## src/rtl/tick_gen_mc.sv

```systemverilog
// Multi-channel programmable tick / clock-enable generator.
// Each channel divides clk by a handshaked divisor, swapped in only at a period boundary.
module tick_gen_mc #(
  parameter int unsigned NUM_CH      = 4,
  parameter int unsigned CNT_W       = 32,
  parameter int unsigned DEFAULT_DIV = 125000,
  localparam int unsigned CH_W       = (NUM_CH > 1) ? $clog2(NUM_CH) : 1
) (
  input  logic              clk,
  input  logic              rst_n,
  input  logic [NUM_CH-1:0] en,
  input  logic [NUM_CH-1:0] mode,
  input  logic              sync_clr,
  input  logic              cfg_valid,
  input  logic [CH_W-1:0]   cfg_ch,
  input  logic [CNT_W-1:0]  cfg_div,
  output logic              cfg_ready,
  output logic [NUM_CH-1:0] out
);

  localparam logic [CNT_W-1:0] DIV_RST = CNT_W'(DEFAULT_DIV);
  localparam logic [CNT_W-1:0] DIV_MIN = CNT_W'(2);
  localparam logic [CNT_W-1:0] ONE     = CNT_W'(1);

  logic [CNT_W-1:0]  cnt_q      [NUM_CH];
  logic [CNT_W-1:0]  cnt_d      [NUM_CH];
  logic [CNT_W-1:0]  div_act_q  [NUM_CH];
  logic [CNT_W-1:0]  div_act_d  [NUM_CH];
  logic [CNT_W-1:0]  pend_div_q [NUM_CH];
  logic [CNT_W-1:0]  pend_div_d [NUM_CH];
  logic [NUM_CH-1:0] pend_vld_q, pend_vld_d;
  logic [NUM_CH-1:0] out_q, out_d;

  logic [CNT_W-1:0]  cnt_nxt    [NUM_CH];
  logic [CNT_W-1:0]  half       [NUM_CH];
  logic [NUM_CH-1:0] wrap, apply, accept;
  logic [CNT_W-1:0]  div_clamped;

  // Out-of-range channels always look ready so their writes drain silently.
  always_comb begin
    cfg_ready = 1'b1;
    for (int i = 0; i < NUM_CH; i++) begin
      if (cfg_ch == CH_W'(i)) cfg_ready = !pend_vld_q[i];
    end
  end

  assign div_clamped = (cfg_div < DIV_MIN) ? DIV_MIN : cfg_div;

  always_comb begin
    for (int i = 0; i < NUM_CH; i++) begin
      // NOTE: every variable gets a default first so no path through this block can infer a latch.
      cnt_d[i]      = cnt_q[i];
      div_act_d[i]  = div_act_q[i];
      pend_div_d[i] = pend_div_q[i];
      pend_vld_d[i] = pend_vld_q[i];
      out_d[i]      = out_q[i];

      wrap[i]    = en[i] && (cnt_q[i] == div_act_q[i] - ONE);
      cnt_nxt[i] = wrap[i] ? '0 : cnt_q[i] + ONE;
      half[i]    = (div_act_q[i] >> 1) + {{(CNT_W-1){1'b0}}, div_act_q[i][0]};
      apply[i]   = sync_clr || !en[i] || wrap[i];
      accept[i]  = cfg_valid && cfg_ready && (cfg_ch == CH_W'(i));

      if (sync_clr || !en[i]) begin
        cnt_d[i] = '0;
        out_d[i] = 1'b0;
      end else begin
        cnt_d[i] = cnt_nxt[i];
        out_d[i] = mode[i] ? ((cnt_nxt[i] != '0) && (cnt_nxt[i] <= half[i])) : wrap[i];
      end

      // cfg_ready is low whenever pend_vld is set, so apply and accept never collide.
      if (apply[i] && pend_vld_q[i]) begin
        div_act_d[i]  = pend_div_q[i];
        pend_vld_d[i] = 1'b0;
      end else if (accept[i]) begin
        pend_div_d[i] = div_clamped;
        pend_vld_d[i] = 1'b1;
      end
    end
  end

  // NOTE: sequential state uses non-blocking assignments so all channels update from the same pre-edge values.
  always_ff @(posedge clk or negedge rst_n) begin
    if (!rst_n) begin
      for (int i = 0; i < NUM_CH; i++) begin
        cnt_q[i]      <= '0;
        div_act_q[i]  <= DIV_RST;
        pend_div_q[i] <= '0;
      end
      pend_vld_q <= '0;
      out_q      <= '0;
    end else begin
      for (int i = 0; i < NUM_CH; i++) begin
        cnt_q[i]      <= cnt_d[i];
        div_act_q[i]  <= div_act_d[i];
        pend_div_q[i] <= pend_div_d[i];
      end
      pend_vld_q <= pend_vld_d;
      out_q      <= out_d;
    end
  end

  assign out = out_q;

endmodule

```

## config.mk

```make
export PLATFORM = sky130hd
export DESIGN_NAME = tick_gen_mc
export DESIGN_NICKNAME = d
export VERILOG_FILES = /design/src/rtl/tick_gen_mc.sv
export SDC_FILE = /design/constraint.sdc
export NUM_CORES = 1
export LEC_CHECK = 0
export BUFFER_PORTS_ARGS = -buffer_cell sky130_fd_sc_hd__clkbuf_2
export CORE_MARGIN = 2
export CORE_UTILIZATION = 58
export DETAILED_ROUTE_END_ITERATION = 12
export PLACE_DENSITY = 0.77
export SYNTH_ARGS = -nofsm -noshare
export SYNTH_HDL_FRONTEND = slang
export SYNTH_SLANG_ARGS = --single-unit
```

## constraint.sdc

```tcl
create_clock -name clk -period 5.45 [get_ports clk]
set_input_delay 1.09 -clock clk [delete_from_list [all_inputs] [get_ports clk]]
set_output_delay 1.09 -clock clk [all_outputs]
set_load 0.005 [all_outputs]
```

; ---- Word level (Yosys, flattened, before mapping)
; Cells that the tools add are included.
[op_classes]
n_mux = 29
n_eq_ne = 7
n_reduce_logical = 46
magnitude_cmp = 5
n_bitwise = 4
addsub = 12
[ops]
columns = operator, count
row1 = $mux 32, 9
row2 = $add 31x1->32, 4
row3 = $add 32x1->32 const B, 4
row4 = $eq 32x32->1, 4
row5 = $le 32x32->1, 4
row6 = $reduce_bool 32->1, 4
row7 = $sub 32x1->32 const B, 4
row8 = $lt 32x2->1 const B, 1
row9 = $mux 1, 20
row10 = $logic_and 1x1->1, 17
row11 = $logic_not 1->1, 8
row12 = $logic_or 1x1->1, 8
row13 = $reduce_and 2->1, 4
row14 = $reduce_bool 2->1, 4
row15 = $eq 2x2->1 const B, 2
row16 = $not 1->1, 4
row17 = $eq 2x1->1 const B, 1
row18 = $logic_not 2->1, 1
[word_totals]
out_inout_bits = 5
in_bits = 46
ff_bits = 392
word_cells = 120

; ---- Depth between registers and ports, before layout
[logic_depth]
word_depth = 9
depth_mapped = 23

; ---- Worst setup path before layout
; Ideal clock, no wire load.
[synth_path]
kind = register to register
startpoint = reg div_act_q[32] (netlist name)
endpoint = reg out_q[2], in the netlist out[2]
synth_period_minus_slack_ns = 5.322
slack_ns = 0.128
required_ns = 5.355
path_stages_with_launch = 23
arrival_ns = 5.227
path_cell_list = dfrtp_1 > inv_1 > ha_1 > nor4b_2 > nand4_1 > or4_1 > and3_1 > o31ai_1 > o211ai_1 > nor4b_2 > buf_2 > buf_1 > nor2_1 > ha_1 > a21oi_1 > nand2_1 > a21o_1 > a2111oi_0 > o21ai_0 > a211oi_1 > a21oi_1 > or3b_2 > o31ai_1
[synth_between]
elab_chain_len = 8
word_cells_on_any_way = 10
cone_classes = 2 x add/sub / 1 x order compare / 1 x eq/ne / 3 x mux / 3 x reduce/logical
[synth_rtl]
columns = element, line
row1 = from (decl), 27  ; logic [CNT_W-1:0] div_act_q [NUM_CH];
row2 = "from (signal, indexed assignment)", 96  ; div_act_q[i] <= div_act_d[i];
row3 = $sub 32x1->32, 58  ; wrap[i] = en[i] && (cnt_q[i] == div_act_q[i] - ONE);
row4 = $eq 32x32->1, 58
row5 = $logic_and 1x1->1, 58
row6 = $mux 32, 59  ; cnt_nxt[i] = wrap[i] ? '0 : cnt_q[i] + ONE;
row7 = $le 32x32->1 / $reduce_bool 32->1 (equally long branches), 69  ; out_d[i] = mode[i] ? ((cnt_nxt[i] != '0) && (cnt_nxt[i] <= half[i])) : wrap[i];
row8 = $logic_and 1x1->1, 69
row9 = $mux 1 *, 69
row10 = $mux 1 *, 64  ; if (sync_clr || !en[i]) begin
row11 = via out_d[2], 32  ; logic [NUM_CH-1:0] out_q, out_d;
row12 = to (signal assigned), 100  ; out_q <= out_d;
row13 = to (decl), 32
; The timed path passes the listed nets; every way through them passes the cells marked *.
; A chain may end at the register's enable or synchronous reset.

; ---- Final worst setup path
[layout_path]
startpoint = reg div_act_q[49] (netlist name)
endpoint = reg out_q[2], in the netlist out[2]
; Same word-level chain as after synthesis.

==> results_dict.tcl <==
set metrics [dict create \
    avgSynthCellArea_sq_um 9.21 \
    maxCapViolations 0 \
    wl_per_cell_um 20.2 \
    cts_made_buffers 43 \
    n_antenna_cell 0 \
    cp_common_cell "a21oi_1" \
    ant_nets 0 \
    regArea_sq_mm 0.00984 \
    num_vias 22800 \
    dp_slack_ps 64.7 \
    slowest_stage "or4_1" \
    outcome "finished, final reports clean" \
    cp_max_fo 10 \
    dp_hpwl_um 53700 \
    critical_path.cell_chain "nor3_1 > nand4_1 > or4_1 > and3_1 > o31ai_1 > o211ai_1 > nor4b_4 > buf_4 > buf_6 > nor2_1 > ha_1 > and4_1 > a221o_1 > a21oi_1 > o21ai_1 > a211oi_2 > a21oi_1 > or3b_2 > o31ai_2" \
    hold_buffers 0 \
    vias_per_cell 6.30 \
    drt_iter0_drc 1967 \
    criticalPathCategory "register to register" \
    startpoint_type "register" \
    worstMarginPinSlew_ps 1080 \
    switchingPower_mw 4.24 \
    startpoint "div_act_q[49]$_DFFE_PN0P_" \
    yosys-top-cells-count "dfrtp_1, nor2_1, xnor2_1" \
    worstHoldPathType "register to register" \
    finalSetupViolations 0 \
    yosys.cell_types.count 88 \
    arrival_ps 5640 \
    first_pass_iters 7 \
    route.detailed.drc 0 \
    cp-end-kind "register" \
    gp_congestion 0.942 \
    dp.cells 3531 \
    numPortBuffers 50 \
    power.total_mw 11.4 \
    die_area_sq_mm 0.0497 \
    synth-edff-count 0 \
    fin_worst_skew_ps 15.8 \
    synth_seq_cells 392 \
    ys_warn_count 0 \
    period_needed_ps 5150 \
    fin_setup_tns_ps 0 \
    pwr-share-seq_pct 40.8 \
    slowest_delay_ps 520 \
    ys_top_cells_by_area "dfrtp_1, ha_1, xnor2_1" \
    grt_max_degree 110 \
    final_cells 3612 \
    fmax_ghz 0.194 \
    grt.total_usage_pct 29.5 \
    rsz0062_at_grt "yes" \
    ys_seq_area_share_pct 35.4 \
    core_sq_mm 0.0475 \
    internal_power_mw 7.11 \
    cts_tree "done" \
    irDropWorstVdd_mv 0.240 \
    grt_pass1_vias 22200 \
    p_sw_share_pct 37.4 \
    reg2reg_from "div_act_q[49]$_DFFE_PN0P_" \
    die-height_um 223 \
    pwr-share-comb_pct 33.2 \
    clk_path_buf_depth 3 \
    fin_ws_ps 298 \
    h-tree-depth 2 \
    initial_core_util_pct 58.4 \
    area_growth_pct 8.41 \
    synth_top_area_share_pct 32.8 \
    synth_top_flop_cell "dfrtp_1" \
    drive_above_1_share_pct 14.6 \
    yosysMostFrequentCell "dfrtp_1" \
    syn-num-nets 3207 \
    syn_inst 3017 \
    cts.sink_count 392 \
    cts_root_buf "clkbuf_16" \
    antenna_found_initial 1 \
    slew_violations 0 \
    clkTransAtPathRegs_ps 60 \
    slew_headroom_pct 27.8 \
    async_reset_ff_share_pct 100 \
    leakagePower_nw 12.5 \
    multiInputGateArea_sq_mm 0.0170 \
    required_ps 5940 \
    clkLatencyLatePin_ps 590 \
    fp-row-count 80 \
    p_clk_share_pct 25.9 \
    die_w_um 223 \
    grt_pass1_wl_um 118000 \
    syn_area_sq_mm 0.0278 \
    fillCellCount 3794 \
    wl_um 72900 \
    utilization_pct 63.4 \
    yosysTopAreaCell "dfrtp_1" \
    finalCritPeriodShare_pct 94.5 \
    finalHoldViolations 0 \
    hp-start "pend_div_q[7]$_DFFE_PN0P_" \
    gr-total-overflow 0 \
    fin_nets 3154 \
    ios 51 \
    p_per_area_mw_per_mm2 377 \
]
sequential cells by signal, summed over array words and instances, names as in the netlist:
name / flops
cnt_q: 128
out: 4
pend_div_q: 128
div_act_q: 128
pend_vld_q: 4
power groups by stage:
stage	Combinational [mW]	Sequential [mW]	Clock, mW
after floorplan	3.27	3.94	0
after global placement	3.53	4.57	0
after detailed placement	3.67	4.63	0
after CTS	3.71	4.59	3.00
after global routing	4.18	4.76	3.12
final	3.77	4.64	2.95
layer usage:
layer  vias up  part of all wire, %  GRT usage (%)
met5         -                    0              0
met4         0                  4.0           11.4
met3       178                  6.2           3.87
met2       810                   46           46.6
met1     11100                   44           41.6
li1      10600                    -              -
repair_timing:
item                                    4_1_cts  5_1_grt
endpoints found under the setup margin        0        4
buffers inserted                              0        2
endpoints found under the hold margin         0        0
gates resized for setup                       0       26
area by class of cell:
cell class / instances / area share [%]
multi-input cells: 2361 / 56.6
flip-flops and latches: 392 / 32.7
clock buffers: 52 / 3.75
repair buffers: 125 / 3.07
well taps: 615 / 2.55
clock inverters: 26 / 0.881
inverters: 41 / 0.511
through the flow:
step | hold WS, ps | instance area (sq um)
2_1_floorplan | 443 | 27800
3_3_place_gp | 460 | 28600
3_5_place_dp | 467 | 28600
4_1_cts | 478 | 30000
5_1_grt | 498 | 30100
6_report | 476 | 30100
final timing paths:
kind                                                  to  slack [ps]  cells past startpoint
worst max-delay path                    out[2]$_DFF_PN0_         300                     19
worst min-delay path            div_act_q[7]$_DFFE_PN0P_         480                      1
worst max register to register          out[2]$_DFF_PN0_         300                     19
worst min register to register  div_act_q[7]$_DFFE_PN0P_         480                      1
max in group asynchronous           cnt_q[124]$_DFF_PN0_        3780                      2
min in group asynchronous            cnt_q[67]$_DFF_PN0_         580                      1
cell usage in the layout, fill, tap and decap left out, types with 13 or more instances in the layout:
cell type,count
or2_2,17
and4_1,24
mux2_1,103
o21a_1,13
clkbuf_2,49
dfstp_2,28
ha_1,144
inv_1,40
o211ai_1,14
nor4_1,51
and3_1,67
or4_1,21
nand2b_1,27
mux2_4,18
a21o_1,18
nand4_1,101
nor3_1,147
nand2_1,161
or3_1,17
a211oi_1,16
dfrtp_1,364
nor2_1,346
o21ai_0,71
xnor2_1,203
buf_4,66
clkbuf_16,44
nand3_1,140
mux2i_1,15
a31oi_1,20
a21oi_1,61
nor2b_1,26
o2111ai_1,13
xor2_1,201
mux2_2,132
o31ai_1,13
worst max-delay path: cells and delay by family, from the launching register on:
kind | cells | cell delay (ps)
buffers and inverters | 2 | 340
flip-flops | 1 | 380
adder cells (fa/ha/maj) | 1 | 340
AND/OR/NAND/NOR | 8 | 2450
AO/OA/AOI/OAI | 8 | 1530
cell families after synthesis:
family          Yosys count  share of synthesized area, %
simple gates           1225                          22.7
xor+xnor                404                          12.7
flops                   392                          35.4
compound gates          320                          7.78
mux                     268                          11.0
buf+inv                 264                          3.83
fa+ha+maj               144                          6.48
No activity file was read; power rests on OpenSTA's default activity.
